### config.mk
export PLATFORM = sky130hd
export DESIGN_NAME = pipe_fetch_queue_flat
export DESIGN_NICKNAME = d
export VERILOG_FILES = /design/src/rtl/pipe_fetch_queue_if.sv /design/src/rtl/pipe_fetch_queue.sv /design/src/flat_wrapper.sv
export SDC_FILE = /design/constraint.sdc
export NUM_CORES = 1
export LEC_CHECK = 0
export BUFFER_PORTS_ARGS = -buffer_cell sky130_fd_sc_hd__buf_2
export CAP_MARGIN = 20
export CORE_MARGIN = 4
export CORE_UTILIZATION = 30
export CTS_BUF_LIST = sky130_fd_sc_hd__clkbuf_8 sky130_fd_sc_hd__clkbuf_16
export CTS_CLUSTER_DIAMETER = 200
export CTS_CLUSTER_SIZE = 10
export DETAILED_ROUTE_END_ITERATION = 10
export GPL_ROUTABILITY_DRIVEN = 0
export HOLD_SLACK_MARGIN = 0.03
export SYNTH_ARGS = -nofsm -noshare
export SYNTH_HDL_FRONTEND = slang
export SYNTH_SLANG_ARGS = --single-unit
### constraint.sdc
create_clock -name clock -period 9.5 [get_ports clock]
set_input_delay 1.9 -clock clock [delete_from_list [all_inputs] [get_ports clock]]
set_output_delay 1.9 -clock clock [all_outputs]
set_load 0.02 [all_outputs]
### src/rtl/pipe_fetch_queue_if.sv
// Handshake bundle between fetch, the fetch queue and decode.
// The slave modport is the queue's view; the master modport is the pipeline side.
interface pipe_fetch_queue_if #(
  parameter int AW = 1
);
  logic          f_valid;
  logic [31:0]   f_inst;
  logic [31:0]   f_pc4;
  logic          redirect;
  logic          d_ready;
  logic          f_ready;
  logic          d_valid;
  logic [31:0]   d_inst;
  logic [31:0]   d_pc4;
  logic [AW:0]   count;

  modport slave (
    input  f_valid, f_inst, f_pc4, redirect, d_ready,
    output f_ready, d_valid, d_inst, d_pc4, count
  );

  modport master (
    output f_valid, f_inst, f_pc4, redirect, d_ready,
    input  f_ready, d_valid, d_inst, d_pc4, count
  );
endinterface

### src/rtl/pipe_fetch_queue.sv
// Circular fetch-to-decode queue replacing the IF/ID register; absorbs decode
// stalls and flushes wrong-path words on redirect. Outputs depend on registered state only.
module pipe_fetch_queue #(
  parameter int DEPTH = 2,
  parameter int AW    = 1
) (
  input logic              clock,
  input logic              reset,
  pipe_fetch_queue_if.slave fq
);

  localparam logic [AW:0] FULL = (AW+1)'(DEPTH);

  logic [63:0]   mem_q [DEPTH];
  logic [AW-1:0] wp_q, wp_d;
  logic [AW-1:0] rp_q, rp_d;
  logic [AW:0]   count_q, count_d;
  logic          push;
  logic          pop;

  // f_ready looks only at occupancy so the PC enable never sees d_ready.
  assign fq.f_ready = (count_q < FULL);
  assign fq.d_valid = (count_q != '0);
  assign fq.d_inst  = fq.d_valid ? mem_q[rp_q][63:32] : 32'h0;
  assign fq.d_pc4   = fq.d_valid ? mem_q[rp_q][31:0]  : 32'h0;
  assign fq.count   = count_q;

  assign push = fq.f_valid & fq.f_ready & ~fq.redirect;
  assign pop  = fq.d_valid & fq.d_ready & ~fq.redirect;

  always_comb begin
    wp_d    = wp_q;
    rp_d    = rp_q;
    count_d = count_q;
    if (fq.redirect) begin
      wp_d    = '0;
      rp_d    = '0;
      count_d = '0;
    end else begin
      if (push) begin
        wp_d = wp_q + AW'(1);
      end
      if (pop) begin
        rp_d = rp_q + AW'(1);
      end
      if (push && !pop) begin
        count_d = count_q + (AW+1)'(1);
      end else if (pop && !push) begin
        count_d = count_q - (AW+1)'(1);
      end
    end
  end

  always_ff @(posedge clock) begin
    if (reset) begin
      wp_q    <= '0;
      rp_q    <= '0;
      count_q <= '0;
    end else begin
      wp_q    <= wp_d;
      rp_q    <= rp_d;
      count_q <= count_d;
    end
  end

  // Storage is never reset; d_valid masks stale contents.
  always_ff @(posedge clock) begin
    if (push) begin
      mem_q[wp_q] <= {fq.f_inst, fq.f_pc4};
    end
  end

endmodule

### src/flat_wrapper.sv
// flat-port wrapper written by rule: the top's interface ports become plain ports
module pipe_fetch_queue_flat 
#(
  parameter int DEPTH = 2,
  parameter int AW    = 1
)
  (clock, reset, fq_f_valid, fq_f_inst, fq_f_pc4, fq_redirect, fq_d_ready, fq_f_ready, fq_d_valid, fq_d_inst, fq_d_pc4, fq_count);
  pipe_fetch_queue_if #(.AW(AW)) fq_i ();
  input logic clock;
  input logic reset;
  input wire logic [$bits(fq_i.f_valid)-1:0] fq_f_valid;
  input wire logic [$bits(fq_i.f_inst)-1:0] fq_f_inst;
  input wire logic [$bits(fq_i.f_pc4)-1:0] fq_f_pc4;
  input wire logic [$bits(fq_i.redirect)-1:0] fq_redirect;
  input wire logic [$bits(fq_i.d_ready)-1:0] fq_d_ready;
  output wire logic [$bits(fq_i.f_ready)-1:0] fq_f_ready;
  output wire logic [$bits(fq_i.d_valid)-1:0] fq_d_valid;
  output wire logic [$bits(fq_i.d_inst)-1:0] fq_d_inst;
  output wire logic [$bits(fq_i.d_pc4)-1:0] fq_d_pc4;
  output wire logic [$bits(fq_i.count)-1:0] fq_count;
  assign fq_i.f_valid = fq_f_valid;
  assign fq_i.f_inst = fq_f_inst;
  assign fq_i.f_pc4 = fq_f_pc4;
  assign fq_i.redirect = fq_redirect;
  assign fq_i.d_ready = fq_d_ready;
  assign fq_f_ready = fq_i.f_ready;
  assign fq_d_valid = fq_i.d_valid;
  assign fq_d_inst = fq_i.d_inst;
  assign fq_d_pc4 = fq_i.d_pc4;
  assign fq_count = fq_i.count;
  pipe_fetch_queue #(.DEPTH(DEPTH), .AW(AW)) u_core (.clock(clock), .reset(reset), .fq(fq_i));
endmodule
After elaboration in Yosys (flattened, before gate mapping)
Memory sizes are Yosys's and may differ from the RTL's. A register that Yosys moved wholly into a read port is not among the register bits.
Index checks and enable logic that the tools add are counted.

word-level totals
  register bits = 4
  memory bits (writable) = 128
  bits of input ports = 69
  output and inout bits = 68
  logic and storage cells = 29
  memories = 1

memory list
  name          depth  width  rd ports  clocked after Yosys merged registers in  write ports  line                    source
  u_core.mem_q  2      64     1         1                                        1            pipe_fetch_queue.sv:14  logic [63:0] mem_q [DEPTH];

operators by class
  $add $sub $neg = 4
  magnitude comparators = 1
  muxes and demuxes = 8
  bitwise operators = 5
  reductions and logical operators = 7

operators with widths
  operator             number
  $mux 32              2
  $and 1x1->1          4
  $mux 1               4
  $mux 2               2
  $reduce_bool 2->1    2
  $add 1x1->1 const B  2
  $add 2x1->2 const B  1
  $logic_and 1x1->1    2
  $logic_not 1->1      2
  $lt 2x2->1 const B   1
  $reduce_or 2->1      1
  $sub 2x1->2 const B  1
  $not 1->1            1

Longest topological paths before layout
  depth in word-level cells = 7
  depth in mapped cells = 6
  depth with buffers taken out = 6

Worst setup path before layout
OpenSTA, ideal clock, no wires.

  kind = input to register
  start point = in fq_f_valid
  end point = mem u_core.mem_q[0][0] (enable)
  setup time = 0.494 ns
  arrival time = 5.125 ns
  required time = 9.006 ns
  path slack = 3.881 ns
  cell stages on the path = 3
  path buffers = 0
  path through = nor2b_1 > nor2b_1 > nor2b_1

between the ends
  cells in the longest elaborated chain, start to end = 4

RTL lines
  item                          line                    source
  from (decl)                   flat_wrapper.sv:11      input wire logic [$bits(fq_i.f_valid)-1:0] fq_f_valid;
  $and 1x1->1 (2 in series)     pipe_fetch_queue.sv:28  assign push = fq.f_valid & fq.f_ready & ~fq.redirect;
  net u_core.push               pipe_fetch_queue.sv:18  logic push;
  $mux 1                        pipe_fetch_queue.sv:68  if (push) begin
  $mux 1 (implied by the code)  pipe_fetch_queue.sv:69  mem_q[wp_q] <= {fq.f_inst, fq.f_pc4};
  to (decl)                     pipe_fetch_queue.sv:14

The timed path passes the listed nets, and every way through them passes these cells.

==> results.toml <==
[critical_path]
cp.depth = 4
rr_worst_depth = 4
end_kind = "output port"
slowest_delay_ns = 0.67
reg2reg_to = "u_core.mem_q[0][37]"
cp_slowest_cell = "dfxtp_4"
regToRegSetupSlack_ns = 6.91
crit-reg2reg-launch = "u_core.fq.count[1]"
timing.setup.critical_path_class = "register to output port"
worstPathMaxFanout = 38
worst_path_dominant_cell_family = "flip-flops"
worst_ep_required_time_ns = 7.60
path_cells = "buf_16 -> mux2i_1 -> nor2_1 -> buf_2"
worst_setup_path_start_kind = "register"
crit_arrival_ns = 1.94
timing.critical_path.to = "fq_d_pc4[31]"
timing.critical_path.buf_inv = 2

[clocking]
holdBufCountCts = 0
h_tree_lvls = 4
root_buffer = "clkbuf_16"
postCtsSetupBuffers = 0
path_clk_slew_ns = 0.06
cts_inserted_buffers = 17
cts.sinks = 133
cts_tree = "done"
max-clock-path-buffers = 2
clock_latency_on_the_worst_skew_pair_ns = 0.41
post_cts_resized = 0

[route]
final_antenna_net_count = 0
postRouteWirelength_um = 9920
detail_route.vias_per_cell = 4.29
wire_per_inst_um = 14.7
drc_errors = 0
route.vias.total = 2887
detailedRoute.firstIterationViolations = 118
detail_route.first_pass.iterations = 4

[hold_path]
holdCritPathClass = "register to register"

[placed_design]
detailed_place_hpwl_um = 6190
io_buf_count = 136
dpl.cell_count = 641
place_ws_ns = 5.20

[synth]
synth_largest_area_cell = "edfxtp_1"
avg_synthesized_cell_area_um2 = 17.1
netlist-cell-type-count = 18
synth.ff_latch_count = 133
syn_nets = 366
number_of_warning_messages_in_the_yosys_log = 0
synth.top_cell.area_share = 0.762
ys_seq_area_frac = 0.781
syn_inst = 296
mappedNetlistArea_mm2 = 0.00505
synth_top_cells_by_area = "edfxtp_1 (76%), mux2i_1 (13%), nor2_1 (4.8%)"

[power]
internal_power_mw = 1.10
leakagePower_nw = 2.44
worst_ir_drop_vdd_mv = 0.103
clkPwrFrac = 0.452
net-switching-power_mw = 0.292
register_share_of_total_power = 0.482
powerDensity_mw_per_mm2 = 212
comb_power_share = 0.066
power.switching_fraction = 0.210

[sta]
layout_setup_ws_ns = 5.66
period_needed_ns = 3.84
post-route-period-util = 0.405
report.final.hold_viol_count = 0
max_slew_headroom_at_the_worst_pin = 0.347
setup_repair_after_global_routing_missed_its_margin = "no"
setup_viol_count_final = 0
setup_total_negative_slack_ns = 0
tightestPinTransition_ns = 0.977
slew_viol_final = 0
clock-skew-final_ns = 0.0123
max_freq_mhz = 260

[cells_and_area]
finalNonFillerCells = 673
final_net_count = 510
antenna-diode-count = 0
drive_gt1_frac = 0.384
most-common-layout-cells = "buf_2 (136), edfxtp_1 (128), mux2i_1 (64), nor2_1 (64), clkbuf_16 (17)"
most_common_library_cell_in_the_layout_ignoring_fill_and_taps = "buf_2"
syn2layout_area_growth_pct = 30.0

[die]
num_rows = 47
die-width_um = 138
io_pins = 137
core_mm2 = 0.0165
initial_core_util = 0.305
die_area_mm2 = 0.0190
die_height_um = 138

[global_routing]
first_global_vias = 3066
maximum_number_of_pins_on_one_net_before_global_route_repair = 66
grt_pass1_wl_um = 15300
grt_remaining_overflow = 0
antenna_found_initial = 0
grt.total_usage = 0.107

[run_status]
status = "finished clean"

[job]
drv_cap = 0
## registers in the layout (all words and copies together) (netlist names), named ones only
| register | flops |
|---|---|
| u_core.fq.count | 2 |
| u_core.wp_q | 1 |
| u_core.mem_q | 128 |
| u_core.rp_q | 1 |
## synth_stat cells (all sizes together)
cell type,instances
and2,1
edfxtp,128
nor2b,3
ha,1
nor2,65
clkbuf,1
or3,1
o21ai,2
a211oi,1
mux2i,64
dfxtp,5
buf,13
xor2,3
or2,1
nor3,4
inv,2
xnor2,1
## worst reg2reg max path: stages, from the launching register on
cell	delay (ns)
dfxtp_1	0.38
nor2b_1	0.21
nor2b_1	0.24
nor2b_4	0.83
buf_4	0.56
## logic make-up (layout without fill, tap and decap cells)
kind of cell / Yosys count / after routing / synth area share
flops: 133 / 133 / 0.781
compound gates: 3 / 3 / 0.00446
buf+inv: 16 / 173 / 0.0181
fa+ha+maj: 1 / 1 / 0.00248
simple gates: 75 / 75 / 0.0597
mux: 64 / 64 / 0.127
xor+xnor: 4 / 4 / 0.00694
## worst min-delay path by stage
stage,startpoint,endpoint,slack [ns],depth (start not counted)
4_1_cts,u_core.rp_q,register,0.58,2
2_1_floorplan,u_core.rp_q,register,0.52,2
3_3_place_gp,u_core.rp_q,u_core.rp_q,0.57,2
6_report,u_core.rp_q,register,0.56,2
3_5_place_dp,u_core.rp_q,register,0.56,2
5_1_grt,u_core.rp_q,register,0.61,2
## layout make-up
cell class | count | area (µm²)
flip-flops and latches | 133 | 3950
well taps | 220 | 275
repair buffers | 139 | 723
inverters | 2 | 7.51
clock buffers | 20 | 467
multi-input cells | 147 | 1030
fillers | 1557 | 9960
clock inverters | 12 | 114
## through the flow
stage	utilization	hold slack, ns	area [µm²]	power (mW)
final	0.397	0.564	6560	1.39
after global routing	0.397	0.606	6560	1.45
after CTS	0.397	0.579	6560	1.41
after detailed placement	0.362	0.562	5980	0.778
after global placement	0.360	0.570	5960	0.775
after floorplan	-	0.520	5050	0.735
## metal layers
layer	share of wire	vias up	global-route usage
met3	0.074	9	0.0446
met2	0.51	86	0.185
met4	0.014	0	0.0428
met1	0.40	1404	0.115
met5	0	-	0
li1	-	1388	-
## power groups by stage
stage | clock [mW] | sequential, mW | combinational (mW)
2_1_floorplan | 0 | 0.682 | 0.0531
3_3_place_gp | 0 | 0.683 | 0.0915
3_5_place_dp | 0 | 0.682 | 0.0952
4_1_cts | 0.648 | 0.670 | 0.0956
5_1_grt | 0.674 | 0.672 | 0.103
6_report | 0.628 | 0.670 | 0.0925
Note: power is estimated with default switching activity, not from simulation.
